`config.mk`:
```
export PLATFORM = sky130hd
export DESIGN_NAME = stack_param
export DESIGN_NICKNAME = d
export VERILOG_FILES = /design/src/rtl/stack_param.sv
export SDC_FILE = /design/constraint.sdc
export NUM_CORES = 1
export LEC_CHECK = 0
export ABC_AREA = 1
export CORE_MARGIN = 2
export CORE_UTILIZATION = 24
export CTS_CLUSTER_SIZE = 25
export DETAILED_ROUTE_END_ITERATION = 16
export PLACE_DENSITY = 0.4
export SLEW_MARGIN = 20
export SYNTH_ARGS = -nofsm -noshare
export SYNTH_HDL_FRONTEND = slang
export SYNTH_SLANG_ARGS = --single-unit
```
`constraint.sdc`:
```
create_clock -name clk -period 2 [get_ports clk]
set_input_delay 0.2 -clock clk [delete_from_list [all_inputs] [get_ports clk]]
set_output_delay 0.2 -clock clk [all_outputs]
set_load 0.1 [all_outputs]
```
`src/rtl/stack_param.sv`:
```
// rtl/stack_param.sv - parametrised LIFO stack with registered pop data and sticky error flags
module stack_param #(
    parameter  int DATA_WIDTH = 8,
    parameter  int DEPTH      = 4,
    parameter  int AF_LEVEL   = DEPTH - 1,
    localparam int CW         = $clog2(DEPTH + 1)
) (
    input  logic                  clk,
    input  logic                  rst,
    input  logic                  push,
    input  logic                  pop,
    input  logic                  err_clr,
    input  logic [DATA_WIDTH-1:0] write_data,
    output logic [DATA_WIDTH-1:0] read_data,
    output logic                  empty,
    output logic                  full,
    output logic                  almost_full,
    output logic [CW-1:0]         count,
    output logic                  overflow,
    output logic                  underflow
);

    localparam int AW = $clog2(DEPTH);

    logic [DATA_WIDTH-1:0] mem_q [DEPTH];
    logic [DATA_WIDTH-1:0] rd_q, rd_d;
    logic [CW-1:0]         count_q, count_d;
    logic                  ovf_q, ovf_d;
    logic                  unf_q, unf_d;
    logic                  we;
    logic [AW-1:0]         widx;
    logic [AW-1:0]         push_idx;
    logic [AW-1:0]         top_idx;
    logic [CW-1:0]         count_m1;

    assign count_m1 = count_q - CW'(1);
    assign push_idx = AW'(count_q);
    assign top_idx  = AW'(count_m1);

    assign empty       = (count_q == '0);
    assign full        = (count_q == CW'(DEPTH));
    assign almost_full = (count_q >= CW'(AF_LEVEL));

    always_comb begin
        count_d = count_q;
        rd_d    = rd_q;
        ovf_d   = ovf_q & ~err_clr;
        unf_d   = unf_q & ~err_clr;
        we      = 1'b0;
        widx    = push_idx;
        case ({push, pop})
            2'b10: begin
                if (!full) begin
                    we      = 1'b1;
                    count_d = count_q + CW'(1);
                end else begin
                    ovf_d = 1'b1;
                end
            end
            2'b01: begin
                if (!empty) begin
                    rd_d    = mem_q[top_idx];
                    count_d = count_m1;
                end else begin
                    unf_d = 1'b1;
                end
            end
            2'b11: begin
                // Replace the top in place; on an empty stack the push data bypasses storage.
                if (!empty) begin
                    rd_d = mem_q[top_idx];
                    we   = 1'b1;
                    widx = top_idx;
                end else begin
                    rd_d = write_data;
                end
            end
            default: ;
        endcase
    end

    always_ff @(posedge clk or negedge rst) begin
        if (!rst) begin
            rd_q    <= '0;
            count_q <= '0;
            ovf_q   <= 1'b0;
            unf_q   <= 1'b0;
        end else begin
            rd_q    <= rd_d;
            count_q <= count_d;
            ovf_q   <= ovf_d;
            unf_q   <= unf_d;
        end
    end

    always_ff @(posedge clk) begin
        if (we) begin
            mem_q[widx] <= write_data;
        end
    end

    assign read_data = rd_q;
    assign count     = count_q;
    assign overflow  = ovf_q;
    assign underflow = unf_q;

endmodule

```
==> summary.txt <==
Setup path
  – Crit path DAT: 1.66 ns
  – Flop-to-flop setup slack: 0.26 ns
  – Reg2reg start: count[0]
  – Worst setup path startpoint: count[0]
  – CP endpoint: almost_full
  – Crit path launch type: flop
  – Worst Reg-to-Reg Cells: 8
  – Critical path fanouts, max: 21
  – Worst EP required: 1.80 ns
  – Crit Path Class: reg2out
  – R2r endpoint: mem_q[1][2]
  – Worst setup EP type: primary output

Drt
  – Final WL: 4820 um
  – Post-DR vias/cell: 4.11
  – Vias: 1475
  – DR WL/cell: 13.4 um
  – First-pass DRT Iterations: 4
  – Initial DRC Count: 63
  – Post-route DRC: 0
  – DRT antenna net count: 0

Synthesis
  – Synth Flop Type: edfxtp_1
  – Share of Yosys cell area claimed by the top area cell type: 45.2%
  – Post-synth top area cell: edfxtp_1
  – Most area-consuming cells after synthesis: edfxtp_1 (45%), nand2_1 (15%), dfrtp_1 (15%)
  – Seq cells post-synth: 45
  – Post-Syn Area: 2130 um^2
  – Sequential element share of the synthesized area: 60.5%
  – Syn Area/Cell: 9.80 um^2
  – Top post-synthesis cells by count: nand2_1 (87), edfxtp_1 (32), nand3_1 (17), nor2_1 (17), dfrtp_1 (13)
  – Post-synth ARST share: 28.9%
  – Post-synth EDFFs: 32
  – Syn_nets: 234
  – Distinct cell type count after synthesis: 22
  – Syn. warnings: 0
  – Top-count cell post-synth: nand2_1
  – Mapped Cells: 217

Floorplan
  – Initial Utilization: 24.6%
  – Core Area: 8640 um^2
  – Die X: 98.1 um
  – Die Y: 98.1 um
  – # rows: 34
  – I/O pin count: 29
  – Total Die Area: 9630 um^2

Final layout
  – Footprint of the multi-input gates: 817 um^2
  – Layout area overhead: 28.1%
  – Layout cells sized above 1: 23.9%
  – Non-Filler Instances: 359
  – Register area: 1290 um^2
  – Antenna Cells: 0
  – Layout fillers: 905
  – Nets: 267

Clocking
  – Setup Buffers After CTS: 0
  – Cts repair resizes: 0
  – Worst-Skew Late Latency: 0.30 ns
  – Clock buffer count from CTS: 5
  – CTS clock-pin slew for the worst setup and hold paths: 0.10 ns
  – CTS Buffer Depth: 2
  – Clock sink count: 45
  – CTS root buffer: clkbuf_8
  – H-tree depth: 2
  – CTS tree: done
  – CTS Hold Bufs: 0

Global route
  – Vias in the first global route: 1398
  – Pin count of the biggest net entering global routing: 22
  – Total grt overflow: 0
  – First-pass GRT wire length: 7750 um
  – Antenna violations before repair: 0
  – Gr usage total: 10.4%

Timing
  – Minimum clock period: 1.86 ns
  – Relative slew slack: 59.2%
  – Clock Skews: 0.0103 ns
  – Setup ws final: 0.136 ns
  – Worst Hold Margin: 0.265 ns
  – Setup-failing EPs final: 0
  – Setup_tns: 0 ns
  – Max frequency: 536 MHz
  – Unrepaired setup endpoints after global routing: false
  – Period utilization: 93.2%
  – Worst slew pin tran: 0.610 ns
  – Slew Viols, Final: 0
  – Hold Fails Final Rpt: 0

Placement
  – Placed Cells: 351
  – Pre-CTS setup slack: 0.0598 ns
  – Placer Congestion: 0.733
  – Hpwl dp: 3510 um
  – Port buffer count: 28

Min path
  – Hold Path Class: in2async

Outcome
  – Status: finished clean

Flow run
  – Max-cap violations: 0
## registers in the layout, summed over array words and instances, names as in the netlist
signal and count:
count 3, mem_q 32, overflow 1, read_data 8, underflow 1
## worst max-delay path: stages (launching register included)
cell and delay, ns:
dfrtp_4 0.52, buf_4 0.24, ha_1 0.22, nor2_1 0.12, o21ai_2 0.08, buf_12 0.17
## stage by stage
step	instance area, um^2	util (%)
global route	2720	31.5
detailed placement	2630	30.4
floorplan	2240	-
CTS	2720	31.5
finish	2720	31.5
global placement	2630	30.4
## layout make-up
| class | count | share of cell area [%] |
|---|---|---|
| flip-flops and latches | 45 | 47.5 |
| inverters | 11 | 2.07 |
| multi-input cells | 154 | 30.0 |
| clock inverters | 3 | 0.919 |
| well taps | 108 | 4.96 |
| clock buffers | 5 | 2.53 |
| repair buffers | 33 | 12.0 |
## worst min-delay path by stage
| stage | startpoint | endpoint | slack [ns] | cells after the start |
|---|---|---|---|---|
| after floorplan | rst | count[1] | -0.1 | 0 |
| after global placement | read_data[4] | read_data[4] | 0.47 | 2 |
| after detailed placement | read_data[0] | read_data[0] | 0.47 | 2 |
| after CTS | rst | read_data[5] | 0.29 | 1 |
| after global routing | rst | read_data[5] | 0.34 | 1 |
| final | rst | read_data[5] | 0.26 | 1 |
## kinds of logic after synthesis
kind of cell | after synthesis | share of synthesized area [%]
and+or+nand+nor | 141 | 29.0
DFF | 45 | 60.5
buffers and inverters | 18 | 5.12
AOI/OAI and AO/OA | 5 | 1.35
xor gates and xnor gates | 4 | 1.65
adders and majority gates | 4 | 2.35
## layer usage
metal | wire length [um] | vias up | GRT usage (%) | share of wire [%]
met5 | 0 | - | 0 | 0
met4 | 74 | 0 | 4.17 | 1.5
met3 | 144 | 5 | 1.72 | 3.0
met2 | 2000 | 27 | 14.9 | 41
met1 | 2610 | 671 | 15.5 | 54
li1 | - | 772 | - | -
## layout by cell type (no fill, tap or decap), types with 2 or more instances in the layout
master,synthesis,final
buf_4,3,17
inv_1,6,4
clkinvlp_4,0,2
dfrtp_1,13,10
nand2_1,87,85
nor3_1,8,8
clkbuf_8,0,5
o21ai_0,4,3
nand3_1,17,17
xor2_1,4,3
dfrtp_2,0,2
buf_12,0,4
ha_1,4,3
nand2_2,5,6
nand2_4,3,4
nor2_1,17,12
clkdlybuf4s50_1,0,12
edfxtp_1,32,32
nor2_4,0,5
nand3_4,0,2
inv_2,1,2
Power is left out: the tool's default activity adds up to more than one toggle a clock period on the data nets, which glitch-free logic cannot reach.
